## config.mk

```make
export PLATFORM = sky130hd
export DESIGN_NAME = spi_byte_shifter
export DESIGN_NICKNAME = d
export VERILOG_FILES = /design/src/rtl/spi_byte_shifter.sv
export SDC_FILE = /design/constraint.sdc
export NUM_CORES = 1
export LEC_CHECK = 0
export ABC_AREA = 0
export CORE_ASPECT_RATIO = 1.1
export CORE_MARGIN = 4
export CORE_UTILIZATION = 25
export DETAILED_ROUTE_END_ITERATION = 10
export GPL_ROUTABILITY_DRIVEN = 0
export GPL_TIMING_DRIVEN = 0
export PLACE_DENSITY = 0.48
export SYNTH_ARGS = -nofsm -noshare
export SYNTH_HDL_FRONTEND = slang
export SYNTH_SLANG_ARGS = --single-unit
export TNS_END_PERCENT = 5
```

## constraint.sdc

```tcl
create_clock -name i_Clk -period 1.4 [get_ports i_Clk]
set_input_delay 0.28 -clock i_Clk [delete_from_list [all_inputs] [get_ports i_Clk]]
set_output_delay 0.28 -clock i_Clk [all_outputs]
set_load 0.02 [all_outputs]
```

## src/rtl/spi_byte_shifter.sv

```systemverilog
// spi_byte_shifter
// ----------------
// Byte-wide SPI master data path. It sits next to spi_clock_generator and is
// driven by that block's leading/trailing edge pulses. It shifts one TX byte
// out on MOSI and assembles one RX byte from MISO per transaction.
//
// Parameters:
//   SPI_MODE : 0..3. Only CPHA (modes 1 and 3) matters here; CPOL is handled
//              entirely by the clock generator.
//
// Build option:
//   SPI_LSB_FIRST_EN : when defined, TX and RX are LSB-first. Otherwise they
//                      are MSB-first. Edge counting, latency and handshake are
//                      identical in both builds.
//
// Ports:
//   i_Clk, i_Rst      : clock, synchronous active-high reset
//   i_TX_Byte/i_TX_DV : byte to send plus a single-cycle start pulse. It is
//                       accepted only in IDLE.
//   o_Busy            : high from the cycle after a start until o_RX_DV
//   i_Leading_Edge    : one-cycle SCLK leading-edge pulse
//   i_Trailing_Edge   : one-cycle SCLK trailing-edge pulse
//   o_SPI_MOSI        : serial data out
//   i_SPI_MISO        : serial data in. It must already be synchronised.
//   o_RX_Byte/o_RX_DV : received byte and its one-cycle valid pulse
module spi_byte_shifter #(
    parameter int SPI_MODE = 0
) (
    input  logic       i_Clk,
    input  logic       i_Rst,
    input  logic [7:0] i_TX_Byte,
    input  logic       i_TX_DV,
    output logic       o_Busy,
    input  logic       i_Leading_Edge,
    input  logic       i_Trailing_Edge,
    output logic       o_SPI_MOSI,
    input  logic       i_SPI_MISO,
    output logic [7:0] o_RX_Byte,
    output logic       o_RX_DV
);

    localparam bit CPHA = (SPI_MODE == 1) || (SPI_MODE == 3);

`ifdef SPI_LSB_FIRST_EN
    localparam logic [2:0] IDX_FIRST  = 3'd0;
    localparam logic [2:0] IDX_SECOND = 3'd1;
    localparam logic [2:0] IDX_LAST   = 3'd7;
`else
    localparam logic [2:0] IDX_FIRST  = 3'd7;
    localparam logic [2:0] IDX_SECOND = 3'd6;
    localparam logic [2:0] IDX_LAST   = 3'd0;
`endif

    // Advance a bit index toward the last bit. The index saturates at the
    // last bit so it never wraps inside a transfer. Completion is decided by
    // the trailing-edge counter, not by the index.
    function automatic logic [2:0] idx_step(input logic [2:0] idx);
        if (idx == IDX_LAST) return idx;
`ifdef SPI_LSB_FIRST_EN
        return idx + 3'd1;
`else
        return idx - 3'd1;
`endif
    endfunction

    typedef enum logic [1:0] {
        S_IDLE  = 2'd0,
        S_SHIFT = 2'd1,
        S_DONE  = 2'd2
    } state_t;

    state_t     state_q, state_d;
    logic [7:0] tx_reg_q, tx_reg_d;
    logic [7:0] rx_reg_q, rx_reg_d;
    logic [2:0] tx_idx_q, tx_idx_d;
    logic [2:0] rx_idx_q, rx_idx_d;
    logic [3:0] edge_cnt_q, edge_cnt_d;
    logic       mosi_q, mosi_d;
    logic [7:0] rx_byte_q, rx_byte_d;
    logic       rx_dv_q, rx_dv_d;
    logic       busy_q, busy_d;

    always_comb begin
        state_d    = state_q;
        tx_reg_d   = tx_reg_q;
        rx_reg_d   = rx_reg_q;
        tx_idx_d   = tx_idx_q;
        rx_idx_d   = rx_idx_q;
        edge_cnt_d = edge_cnt_q;
        mosi_d     = mosi_q;
        rx_byte_d  = rx_byte_q;
        rx_dv_d    = 1'b0;
        busy_d     = busy_q;

        case (state_q)
            S_IDLE: begin
                if (i_TX_DV) begin
                    tx_reg_d   = i_TX_Byte;
                    tx_idx_d   = IDX_FIRST;
                    rx_idx_d   = IDX_FIRST;
                    edge_cnt_d = 4'd0;
                    busy_d     = 1'b1;
                    state_d    = S_SHIFT;
                    // CPHA=0 samples on the first leading edge, so the first
                    // bit must already be on the wire before it.
                    if (!CPHA) begin
                        mosi_d   = i_TX_Byte[IDX_FIRST];
                        tx_idx_d = IDX_SECOND;
                    end
                end
            end

            S_SHIFT: begin
                // The leading edge is handled before the trailing edge. The
                // trailing branch builds on the *_d values, so a coincident
                // pair behaves as leading-then-trailing.
                if (i_Leading_Edge) begin
                    if (!CPHA) begin
                        rx_reg_d[rx_idx_d] = i_SPI_MISO;
                        rx_idx_d           = idx_step(rx_idx_d);
                    end else begin
                        mosi_d   = tx_reg_d[tx_idx_d];
                        tx_idx_d = idx_step(tx_idx_d);
                    end
                end
                if (i_Trailing_Edge) begin
                    if (!CPHA) begin
                        // Seven trailing edges carry bits 2..8. The eighth
                        // trailing edge only ends the transfer.
                        if (edge_cnt_q < 4'd7) begin
                            mosi_d   = tx_reg_d[tx_idx_d];
                            tx_idx_d = idx_step(tx_idx_d);
                        end
                    end else begin
                        rx_reg_d[rx_idx_d] = i_SPI_MISO;
                        rx_idx_d           = idx_step(rx_idx_d);
                    end
                    edge_cnt_d = edge_cnt_q + 4'd1;
                    if (edge_cnt_q == 4'd7) state_d = S_DONE;
                end
            end

            S_DONE: begin
                rx_byte_d = rx_reg_q;
                rx_dv_d   = 1'b1;
                busy_d    = 1'b0;
                state_d   = S_IDLE;
            end

            default: state_d = S_IDLE;
        endcase
    end

    always_ff @(posedge i_Clk) begin
        if (i_Rst) begin
            state_q    <= S_IDLE;
            tx_reg_q   <= 8'h00;
            rx_reg_q   <= 8'h00;
            tx_idx_q   <= 3'd7;
            rx_idx_q   <= 3'd7;
            edge_cnt_q <= 4'd0;
            mosi_q     <= 1'b0;
            rx_byte_q  <= 8'h00;
            rx_dv_q    <= 1'b0;
            busy_q     <= 1'b0;
        end else begin
            state_q    <= state_d;
            tx_reg_q   <= tx_reg_d;
            rx_reg_q   <= rx_reg_d;
            tx_idx_q   <= tx_idx_d;
            rx_idx_q   <= rx_idx_d;
            edge_cnt_q <= edge_cnt_d;
            mosi_q     <= mosi_d;
            rx_byte_q  <= rx_byte_d;
            rx_dv_q    <= rx_dv_d;
            busy_q     <= busy_d;
        end
    end

    assign o_Busy     = busy_q;
    assign o_SPI_MOSI = mosi_q;
    assign o_RX_Byte  = rx_byte_q;
    assign o_RX_DV    = rx_dv_q;

endmodule

```

==> results.json <==
{
  "max_stage_delay_ps": 320,
  "avgSynthCellArea_um2": 9.03,
  "dp_hpwl_mm": 2.89,
  "cp.required_ps": 1570,
  "drc": 0,
  "cp_num_cells": 7,
  "ys_types": 48,
  "critPathArrivalTime_ps": 1560,
  "r2r_start": "tx_idx_q[1]$_SDFFE_PP1P_",
  "synth_ff_type": "dfxtp_1",
  "htree_levels": 2,
  "ant_nets": 0,
  "grt_pass1_wl_mm": 6.91,
  "cts.clk_slew.worst_paths_ps": 80,
  "finalMaxSlewViolations": 0,
  "async_reset_ff_share_pct": 0,
  "holdPathStages": 3,
  "max_slew.worst_pin.slew_ps": 386,
  "die_w_um": 88.4,
  "power_density_nw_per_um2": 964,
  "period_minus_slack_ps": 1390,
  "synth_cells": 197,
  "tritoncts": "done",
  "critPathKind": "reg2reg",
  "die_area_um2": 8530,
  "max_freq_mhz": 718,
  "skew_ps": 5.20,
  "hold_ws_ps": 413,
  "hp-class": "in2reg",
  "critPathLaunch": "tx_idx_q[1]$_SDFFE_PP1P_",
  "via_count": 1455,
  "cts_sinks": 39,
  "fin_crit_sh_pct": 99.5,
  "critPathTopFamily": "simple AND/OR/NAND/NOR gates",
  "vdd_ir_drop_max_mv": 0.553,
  "avgViaCountPerCell": 4.56,
  "synth_area_leaders": "dfxtp_1 44%, nand2_1 7.2%, mux2i_1 5.6%",
  "crit_path_start_kind": "flop",
  "yosysWarnings": 0,
  "wl_per_cell_um": 12.8,
  "status": "completed",
  "synth_fp_nets": 216,
  "critPathBufInv": 2,
  "antenna_found_initial": 0,
  "routed_wl_mm": 4.08,
  "dr.pass1.iters": 4,
  "root_buffer": "clkbuf_8",
  "cts-buffers-inserted": 5,
  "grt_use_total_pct": 10.4,
  "row_count": 31,
  "fin_setup_tns_ps": 0,
  "drtIter0Drc": 49,
  "layout-drive-gt1-share_pct": 23.2,
  "hold_viol": 0,
  "endpoint": "tx_idx_q[2]$_SDFFE_PP1P_",
  "overflow": 0,
  "n_antenna_cell": 0,
  "cellLeakagePower_nw": 0.988,
  "yosysSeqAreaShare_pct": 43.9,
  "synth_most_common_cell": "dfxtp_1",
  "max-cap-violations": 0,
  "start_util_pct": 26.3,
  "grt_pass1_vias": 1436,
  "core_area_um2": 6750,
  "r2r_end": "tx_idx_q[2]$_SDFFE_PP1P_",
  "rsz0062_at_grt": "true",
  "synth_seq_cells": 39,
  "synth.top_cell.area_share_pct": 43.9,
  "setup_viol": 0,
  "synth_largest_area_cell": "dfxtp_1",
  "slew_headroom_pct": 74.2,
  "grt_max_degree": 13,
  "regToRegSetupSlack_ps": 8,
  "syn2layout_area_growth_pct": 31.9,
  "cp_slowest_cell": "dfxtp_2",
  "r2r_cells": 7,
  "cp_max_fo": 5,
  "clk_path_buf_depth": 2,
  "synth_area_um2": 1780,
  "p_total_mw": 2.26,
  "synth_top_cells_by_count": "39 x dfxtp_1, 34 x nand2_1, 19 x a21oi_1, 19 x nor2_1, 10 x mux2i_1",
  "dieHeight_um": 96.5,
  "setup.worst_path.end_class": "flop",
  "worstSkewPairLatency_ps": 290,
  "final_nets": 255,
  "crit_chain": "buf_6 -> inv_2 -> ha_2 -> nor3b_4 -> o21ai_4 -> and4_2 -> o21ai_1",
  "synth-edff-count": 0,
  "io-pin-count": 25,
  "numPortBuffers": 23
}
[cell families (layout without fill, tap and decap cells)]
family / count (synthesis) / in the layout / share of synthesized area [%]
AOI/OAI and AO/OA: 36 / 36 / 13.1
xor gates and xnor gates: 3 / 3 / 1.48
adders and majority gates: 5 / 5 / 3.52
buffers and inverters: 19 / 59 / 5.35
DFF: 39 / 39 / 43.9
muxes: 11 / 11 / 6.90
and+or+nand+nor: 84 / 84 / 25.8
[repair_timing]
item | CTS | global route
setup buffers | 3 | 6
pin swaps | 1 | 5
endpoints found under the setup margin | 48 | 25
hold buffers | 0 | 0
resized for setup | 21 | 16
hold endpoints to repair | 0 | 0
[power by group]
| part | switching, mW | leakage, nW | internal (mW) |
|---|---|---|---|
| clock network | 0.405 | 0.0505 | 0.448 |
| registers | 0.0198 | 0.316 | 1.14 |
| logic | 0.130 | 0.622 | 0.123 |
| total | 0.555 | 0.988 | 1.71 |
[layout make-up]
cell class              instances  area, um2
plain buffers                  11       80.1
repair buffers                 32        283
flip-flops and latches         39        795
inverters                       8       30.0
fillers                       725       4400
multi-input cells             139        952
clock buffers                   7       96.3
well taps                      82        103
clock inverters                 1       7.51
[routing by layer]
| layer | vias to the layer above | routed length, um | global-route usage [%] |
|---|---|---|---|
| met5 | - | 0 | 0 |
| met4 | 0 | 14 | 3.40 |
| met1 | 670 | 1960 | 13.6 |
| li1 | 760 | - | - |
| met2 | 22 | 1940 | 16.4 |
| met3 | 3 | 159 | 2.97 |
[how the worst min path moves through the flow]
stage	to	slack (ps)	startpoint
after floorplan	rx_idx_q[0]$_SDFFE_PP1P_	400	i_Rst
after global placement	tx_reg_q[1]$_SDFFE_PP0P_	440	tx_reg_q[1]$_SDFFE_PP0P_
after detailed placement	tx_reg_q[0]$_SDFFE_PP0P_	450	tx_reg_q[0]$_SDFFE_PP0P_
after CTS	rx_reg_q[4]$_SDFFE_PP0P_	410	i_SPI_MISO
after global routing	state_q[0]$_SDFFE_PP0P_	450	i_TX_DV
final	rx_reg_q[4]$_SDFFE_PP0P_	410	i_SPI_MISO
[worst reg2reg max path: cells and delay by family (launching register included)]
family	cells	cell delay, ps
adders and majority gates	1	150
buffers and inverters	2	150
AOI/OAI and AO/OA	2	240
DFF	1	320
and+or+nand+nor	2	400
[through the flow]
step / std cells / setup slack (ps) / utilization, % / area [um2]
floorplan: 197 / 1.92 / - / 1790
global placement: 302 / -546 / 31.4 / 2120
detailed placement: 302 / -534 / 31.4 / 2120
CTS: 313 / -101 / 33.4 / 2250
global route: 319 / -60.6 / 34.8 / 2350
finish: 319 / 7.51 / 34.8 / 2350
[placed cells by master (no fill, tap or decap), types with 6 or more instances in the layout]
master,n
clkdlybuf4s50_1,11
nand2_1,34
clkbuf_8,7
dlygate4sd2_1,12
buf_4,10
dfxtp_1,32
nor2_1,19
mux2i_1,10
inv_1,6
a21oi_1,19
[state kept, by name, indices dropped and copies added, names as in the netlist]
name,count
edge_cnt_q,4
rx_idx_q,3
state_q,2
rx_reg_q,8
tx_idx_q,3
o_RX_Byte,8
tx_reg_q,8
o_SPI_MOSI,1
o_RX_DV,1
o_Busy,1
No activity file was read; power rests on OpenSTA's default activity.
